[config.mk]
export PLATFORM = sky130hd
export DESIGN_NAME = indicador_ocupacion
export DESIGN_NICKNAME = d
export VERILOG_FILES = /design/src/rtl/indicador_ocupacion.sv
export SDC_FILE = /design/constraint.sdc
export NUM_CORES = 1
export LEC_CHECK = 0
export CAP_MARGIN = 30
export CORE_MARGIN = 2
export CORE_UTILIZATION = 50
export DETAILED_ROUTE_END_ITERATION = 6
export PLACE_DENSITY = 0.68
export SYNTH_ARGS = -nofsm -noshare
export SYNTH_HDL_FRONTEND = slang
export SYNTH_SLANG_ARGS = --single-unit
[constraint.sdc]
create_clock -name clk -period 2.9 [get_ports clk]
set_clock_uncertainty 0.1 [all_clocks]
set_input_delay 0.435 -clock clk [delete_from_list [all_inputs] [get_ports clk]]
set_output_delay 0.435 -clock clk [all_outputs]
set_load 0.03 [all_outputs]
[src/rtl/indicador_ocupacion.sv]
// rtl/indicador_ocupacion.sv - parking occupancy LED display with full blink, entry/exit flashes and rejection alarm
// All outputs are registered from next-state values, so inputs sampled at an edge show right after that edge.
module indicador_ocupacion #(
   parameter int CLK_FREQ        = 12000000,
   parameter int PARPADEO_CICLOS = CLK_FREQ*2,
   parameter int FLASH_CICLOS    = CLK_FREQ/4,
   parameter int CAPACIDAD       = 7
) (
   input  logic       clk,
   input  logic       rst_n,
   input  logic       s,
   input  logic       r,
   input  logic [2:0] cuenta,
   output logic [3:0] led,
   output logic       lleno,
   output logic       vacio,
   output logic       evento_rechazo
);

   localparam int TW = (FLASH_CICLOS > 1) ? $clog2(FLASH_CICLOS) : 1;
   localparam int BW = (PARPADEO_CICLOS > 1) ? $clog2(PARPADEO_CICLOS) : 1;
   localparam logic [2:0]    CAP   = 3'(CAPACIDAD);
   localparam logic [TW-1:0] T_FIN = TW'(FLASH_CICLOS - 1);
   localparam logic [BW-1:0] B_FIN = BW'(PARPADEO_CICLOS - 1);

   typedef enum logic [1:0] {REPOSO, FLASH_ENTRADA, FLASH_SALIDA, RECHAZO} estado_t;

   estado_t       estado, estado_n;
   logic [TW-1:0] timer, timer_n;
   logic [1:0]    fase, fase_n;
   logic [BW-1:0] cnt_parp, cnt_parp_n;
   logic          parpadeo, parpadeo_n;
   logic          es_lleno, es_vacio;
   logic          ev_ent, ev_sal, ev_rech;
   logic [3:0]    led_n;

   always_comb begin
      es_lleno = (cuenta == CAP);
      es_vacio = (cuenta == 3'd0);
      ev_ent   = s & ~r & ~es_lleno;
      ev_sal   = r & ~s & ~es_vacio;
      ev_rech  = (s & ~r & es_lleno) | (r & ~s & es_vacio);

      estado_n = estado;
      timer_n  = timer;
      fase_n   = fase;
      // Latest event wins outside RECHAZO; inside RECHAZO every pulse is ignored.
      if (estado != RECHAZO && (ev_ent || ev_sal || ev_rech)) begin
         estado_n = ev_rech ? RECHAZO : (ev_ent ? FLASH_ENTRADA : FLASH_SALIDA);
         timer_n  = '0;
         fase_n   = 2'd0;
      end else begin
         case (estado)
            FLASH_ENTRADA, FLASH_SALIDA: begin
               if (timer >= T_FIN) begin
                  estado_n = REPOSO;
                  timer_n  = '0;
               end else begin
                  timer_n = timer + 1'b1;
               end
            end
            RECHAZO: begin
               if (timer >= T_FIN) begin
                  timer_n = '0;
                  if (fase == 2'd3) begin
                     estado_n = REPOSO;
                     fase_n   = 2'd0;
                  end else begin
                     fase_n = fase + 2'd1;
                  end
               end else begin
                  timer_n = timer + 1'b1;
               end
            end
            default: ;
         endcase
      end

      cnt_parp_n  = '0;
      parpadeo_n  = 1'b0;
      if (es_lleno) begin
         if (cnt_parp >= B_FIN) begin
            cnt_parp_n = '0;
            parpadeo_n = ~parpadeo;
         end else begin
            cnt_parp_n = cnt_parp + 1'b1;
            parpadeo_n = parpadeo;
         end
      end

      case (estado_n)
         FLASH_ENTRADA: led_n = {1'b1, cuenta};
         FLASH_SALIDA:  led_n = {parpadeo_n, 3'b000};
         RECHAZO:       led_n = fase_n[0] ? 4'b0000 : 4'b1111;
         default:       led_n = {parpadeo_n, cuenta};
      endcase
   end

   always_ff @(posedge clk) begin
      if (!rst_n) begin
         estado         <= REPOSO;
         timer          <= '0;
         fase           <= 2'd0;
         cnt_parp       <= '0;
         parpadeo       <= 1'b0;
         led            <= 4'b0000;
         lleno          <= 1'b0;
         vacio          <= 1'b0;
         evento_rechazo <= 1'b0;
      end else begin
         estado         <= estado_n;
         timer          <= timer_n;
         fase           <= fase_n;
         cnt_parp       <= cnt_parp_n;
         parpadeo       <= parpadeo_n;
         led            <= led_n;
         lleno          <= es_lleno;
         vacio          <= es_vacio;
         evento_rechazo <= (estado_n == RECHAZO) && (estado != RECHAZO);
      end
   end

endmodule
Word level (Yosys, flattened, before mapping)
Cells that the tools add are included.
{ "totals": {"output_inout_bits": 7, "ff_bits": 59, "wordCells": 63, "input_bits": 7} }
{ "classes": {"n_mux": 16, "eq_ne": 9, "order_cmp": 2, "n_reduce_logical": 10, "add_sub_neg": 3, "bitwise_logic": 13} }
{ "ops": {"columns": ["operator", "n"], "rows": [
  ["25-bit by 1-bit adder with 25-bit output, second input constant", 1],
  ["25-bit >= comparator, second input constant", 1],
  ["22-bit by 1-bit adder with 22-bit output, second input constant", 1],
  ["22-bit >= comparator, second input constant", 1],
  ["22-bit 2-to-1 mux", 1],
  ["2-bit 2-to-1 mux", 7],
  ["4-bit one-hot mux with 3 select lines", 1],
  ["2-bit equality test, second input constant", 5],
  ["1-bit AND", 6],
  ["1-bit inverter", 6],
  ["3-bit OR reduction", 2],
  ["1-bit 2-to-1 mux", 5],
  ["2-bit by 1-bit equality test with 1-bit output, second input constant", 2],
  ["4-bit 2-to-1 mux", 1],
  ["2-bit one-hot mux with 2 select lines", 1],
  ["2-bit OR reduction", 2],
  ["3-bit equality test, second input constant", 1],
  ["3-bit zero test", 1],
  ["2-bit by 1-bit adder with 2-bit output, second input constant", 1],
  ["1-bit logical AND", 2],
  ["1-bit logical OR", 2],
  ["2-bit inequality test, second input constant", 1],
  ["2-bit AND reduction", 1],
  ["1-bit bitwise OR", 1]
]} }

Logic depth before layout (Yosys ltp)
{ "logic_depth": {"depth_word": 9, "mapped_depth": 8, "depth_no_buf": 8} }

Worst setup path after synthesis
No wires, ideal clock.
{ "synth_timing": {"path_type": "reg2reg", "startpoint": "register estado[1]", "endpoint": "register timer[19]", "required_ns": 2.683, "stages_incl_launch_ff": 9, "setup_time_ns": 0.117, "slack_ns": 0.827, "path_buffers": 0, "synth_period_minus_slack_ns": 2.073, "arrival_ns": 1.855, "cell_sequence": "dfxtp_1 -> inv_1 -> ha_1 -> nand4b_1 -> nor4_1 -> and3_1 -> nand3_1 -> xor2_1 -> nor2_1"} }
{ "synth_via": {"elab_chain_cells": 3, "elab_cells_between_ends": 7, "cone_classes": "eq/ne (4); reduce/logical (3)"} }
{ "synth_lines": {"columns": ["element", "line", "text"], "rows": [
  ["start, declared", "28", "estado_t estado, estado_n;"],
  ["start signal, assigned", "111", "estado <= estado_n;"],
  ["2-bit inequality test", "48", "if (estado != RECHAZO && (ev_ent || ev_sal || ev_rech)) begin"],
  ["1-bit logical AND", "48", null],
  ["2-bit OR reduction (no source line)", null, null],
  ["end signal, assigned", "112", "timer <= timer_n;"],
  ["end, declared", "29", "logic [TW-1:0] timer, timer_n;"]
]} }
Parallel ways exist; a longest one is shown, timed or not.
A chain may end at the register's enable or synchronous reset.

Worst setup path after layout
Same ends and word-level chain as after synthesis.

==> run_results.csv <==
group,metric,value,unit
routing,wl_met2,2280,um
floorplan,die_h,79.6,um
clock_tree,ctsResizeCount,0,
floorplan,rows,27,
routing,drc_errors,0,
critical_path,endpoint,"timer[19]",
clock_tree,cts.sinks,59,
synthesis,synth-simple-area-share,28.7,%
synthesis,synth.top_cell.area_share,41.3,%
pwr,power.switching,0.000384,W
critical_path,r2r-start,"estado[1]",
placed_design,detailedPlace.worstSlack,0.288,ns
pwr,switching_share,23.4,%
synthesis,synthDistinctLibCells,56,
pwr,power.density,512,nW/um2
placed_design,port_buffers,13,
pwr,intPower,0.00126,W
routing,highest_layer,"met4",
critical_path,arrival,2.42,ns
grt,grt_max_degree,26,
synthesis,synth.largest_area_cell,"dfxtp_1",
clock_tree,cts_tree,"built",
critical_path,startpoint,"estado[1]",
clock_tree,htreeDepth,3,
synthesis,ys_seq_area_share,41.3,%
synthesis,synth_xor_area_share,12.6,%
critical_path,cp.depth,9,
clock_tree,cts.clk_slew.worst_paths,0.07,ns
pwr,power,0.00164,W
floorplan,die_area,6330,um2
routing,vias,2207,
synthesis,synth_area_leaders,"dfxtp_1, xor2_1, nor2_1",
clock_tree,clk_latency,0.34,ns
grt,overflow,0,
critical_path,reg2regPathDepth,9,
sta,hold_viol,0,
grt,grt_pass1_vias,2079,
routing,viasPerCell,5.28,
routing,wl_per_cell,12.0,um
placed_design,dp_hpwl,3500,um
sta,clock.fmax,436,MHz
clock_tree,hold_buffers,0,
critical_path,crit_slowest_cell,"dfxtp_1",
pwr,ir_drop,0.000276,V
routing,final_antenna_net_count,0,
placed_design,dpl_cell_area,3030,um2
placed_design,dp.cells,403,
layout,fin_cells,418,
sta,setup_viol,0,
routing,drt-initial-drc-count,89,
layout,multi_input_area,1550,um2
critical_path,rr_endpoint,"timer[19]",
critical_path,critPathMaxFanout,6,
critical_path,timing.critical_path.buf_inv,2,
routing,wl_met1,2390,um
floorplan,die_x,79.6,um
layout,num_antenna_cells,0,
clock_tree,clk_path_buf_depth,2,
synthesis,synth_edf_count,0,
layout,nNetsFinal,357,
clock_tree,cts_made_buffers,9,
sta,slew_headroom,65.7,%
synthesis,syn_area,2860,um2
clock_tree,cts_root_buf,"clkbuf_8",
grt,antenna_found_initial,0,
sta,worstMarginPinSlew,0.507,ns
synthesis,synthMuxAreaShare,1.05,%
critical_path,path_class,"reg -> reg",
sta,slew_viol_final,0,
sta,rsz0062_at_grt,"false",
synthesis,syn_inst,323,
synthesis,syn_avg_cell_area,8.84,um2
synthesis,synth_top_family_by_area,"simple AND/OR/NAND/NOR gates",
synthesis,synth-async-reset-ratio,0,%
layout,final_layout_size_suffix_gt1_share,10.1,%
hold_path,holdCritPathClass,"reg -> reg",
outcome,status,"complete, no violations",
critical_path,max_stage_delay,0.42,ns
critical_path,endpoint_kind,"flop",
layout,fillers,506,
pwr,pwr-share-seq,50.3,%
sta,period_needed,2.29,ns
sta,setup_slack,0.607,ns
critical_path,path_cells,"inv_1 > ha_1 > nand4b_1 > nor4_1 > buf_4 > and3_1 > nand3_1 > xor2_1 > nor2_1",
layout,layout.area.seq,1180,um2
routing,drtPass1Iterations,4,
flow_run,max-cap-violations,0,
synthesis,synth_flop_cell,"dfxtp_1",
routing,routed_wl,5010,um
layout,area_growth,12.5,%
critical_path,r2r_setup_slack,0.61,ns
critical_path,cp_top_family,"simple AND/OR/NAND/NOR gates",
pwr,pwr-share-clk,42.7,%
synthesis,synth_nets,338,
synthesis,synth-seq-cells,59,
floorplan,coreArea,5510,um2
grt,grt_use_total,18.2,%
sta,min_period_over_period,79.1,%
sta,fin_setup_tns,0,ns
routing,dr_wl_met3,234,um
critical_path,crit_required,3.03,ns
floorplan,boundaryPins,14,
pwr,power_frac_comb,7.0,%
placed_design,place_congestion,0.845,
pwr,p_leak,1.11,nW
synthesis,synth_compound_area_share,8.41,%
synthesis,ys_warn_count,0,
clock_tree,cts_setup_buffers,0,
grt,grt_pass1_wl,8990,um
critical_path,cp-start-kind,"flop",
floorplan,start_util,51.9,%
synthesis,synth_fa_ha_area_share,3.50,%
layout,final_area,3210,um2
-- cells by family after synthesis --
| kind of cell | Yosys count |
|---|---|
| adders and majority gates | 8 |
| muxes | 3 |
| AOI/OAI and AO/OA | 30 |
| DFF | 59 |
| and+or+nand+nor | 159 |
| buffers and inverters | 23 |
| xor gates and xnor gates | 41 |
-- layout by cell type, fill, tap and decap left out, types with 2 or more instances in the layout --
cell,instances
dfxtp_1,59
nor2_1,56
xor2_1,25
nand2_1,22
nand3_1,17
xnor2_1,16
inv_1,15
nand4_1,13
clkdlybuf4s50_1,13
and3_1,9
clkbuf_8,9
ha_1,8
a21oi_1,7
nor3_1,5
or2_2,4
o21ai_0,4
o21a_1,4
and2_1,4
nor4_1,3
mux2i_1,3
nor4b_1,3
buf_4,3
and4_1,2
or2_1,2
nor2b_1,2
nand3b_1,2
or3_1,2
a31oi_1,2
clkinvlp_4,2
clkinv_2,2
-- synth_stat cells, drive strengths merged (2+ instances only) --
cell,n
a21oi,7
a31oi,2
and2,6
and2b,2
and3,10
and4,2
buf,6
clkbuf,2
dfxtp,59
ha,8
inv,15
mux2i,3
nand2,22
nand3,17
nand3b,2
nand4,13
nor2,57
nor2b,2
nor3,6
nor4,4
nor4b,3
o21a,4
o21ai,4
or2,6
or3,3
xnor2,16
xor2,25
-- flip-flops by register name, indices dropped and copies added (netlist names) --
| register | flops |
|---|---|
| led | 4 |
| vacio | 1 |
| parpadeo | 1 |
| cnt_parp | 25 |
| estado | 2 |
| evento_rechazo | 1 |
| timer | 22 |
| lleno | 1 |
| fase | 2 |
-- metal layers --
layer	global-route usage (%)	up-vias
met2	28.8	43
met4	7.07	0
met5	0	-
li1	-	1144
met1	22.1	1010
met3	7.24	10
-- worst register-to-register path: cells and delay by family (launching register included) --
family                     cells  cell delay [ns]
and+or+nand+nor                5             0.97
DFF                            1             0.42
buffers and inverters          2             0.28
adders and majority gates      1             0.27
xor gates and xnor gates       1             0.15
-- worst min-delay path by stage --
stage / startpoint / end / slack (ns) / depth (start not counted)
floorplan: cnt_parp[0] / cnt_parp[0] / 0.34 / 1
global placement: cnt_parp[0] / cnt_parp[0] / 0.35 / 1
detailed placement: cnt_parp[0] / cnt_parp[0] / 0.36 / 1
CTS: cnt_parp[0] / cnt_parp[0] / 0.37 / 1
global route: cnt_parp[0] / cnt_parp[0] / 0.39 / 1
finish: cnt_parp[0] / cnt_parp[0] / 0.37 / 1
-- power by group through the flow --
stage                     combinational (W)  clock (W)  sequential, W
final                              0.000116   0.000702       0.000827
after global routing               0.000127   0.000759       0.000828
after CTS                          0.000116   0.000735       0.000827
after detailed placement           0.000115          0       0.000845
after global placement             0.000113          0       0.000846
after floorplan                   0.0000695          0       0.000856
-- area by class of cell --
cell class | instances | share of cell area (%)
inverters | 15 | 1.75
clock inverters | 5 | 1.71
clock buffers | 10 | 3.97
repair buffers | 16 | 4.75
multi-input cells | 241 | 48.2
flip-flops and latches | 59 | 36.8
well taps | 72 | 2.80
-- through the flow --
stage | hold WS [ns] | util, %
3_3_place_gp | 0.347 | 55.0
2_1_floorplan | 0.337 | -
5_1_grt | 0.389 | 58.4
4_1_cts | 0.375 | 58.4
3_5_place_dp | 0.359 | 55.0
6_report | 0.372 | 58.4
No activity file was read; power rests on OpenSTA's default activity.
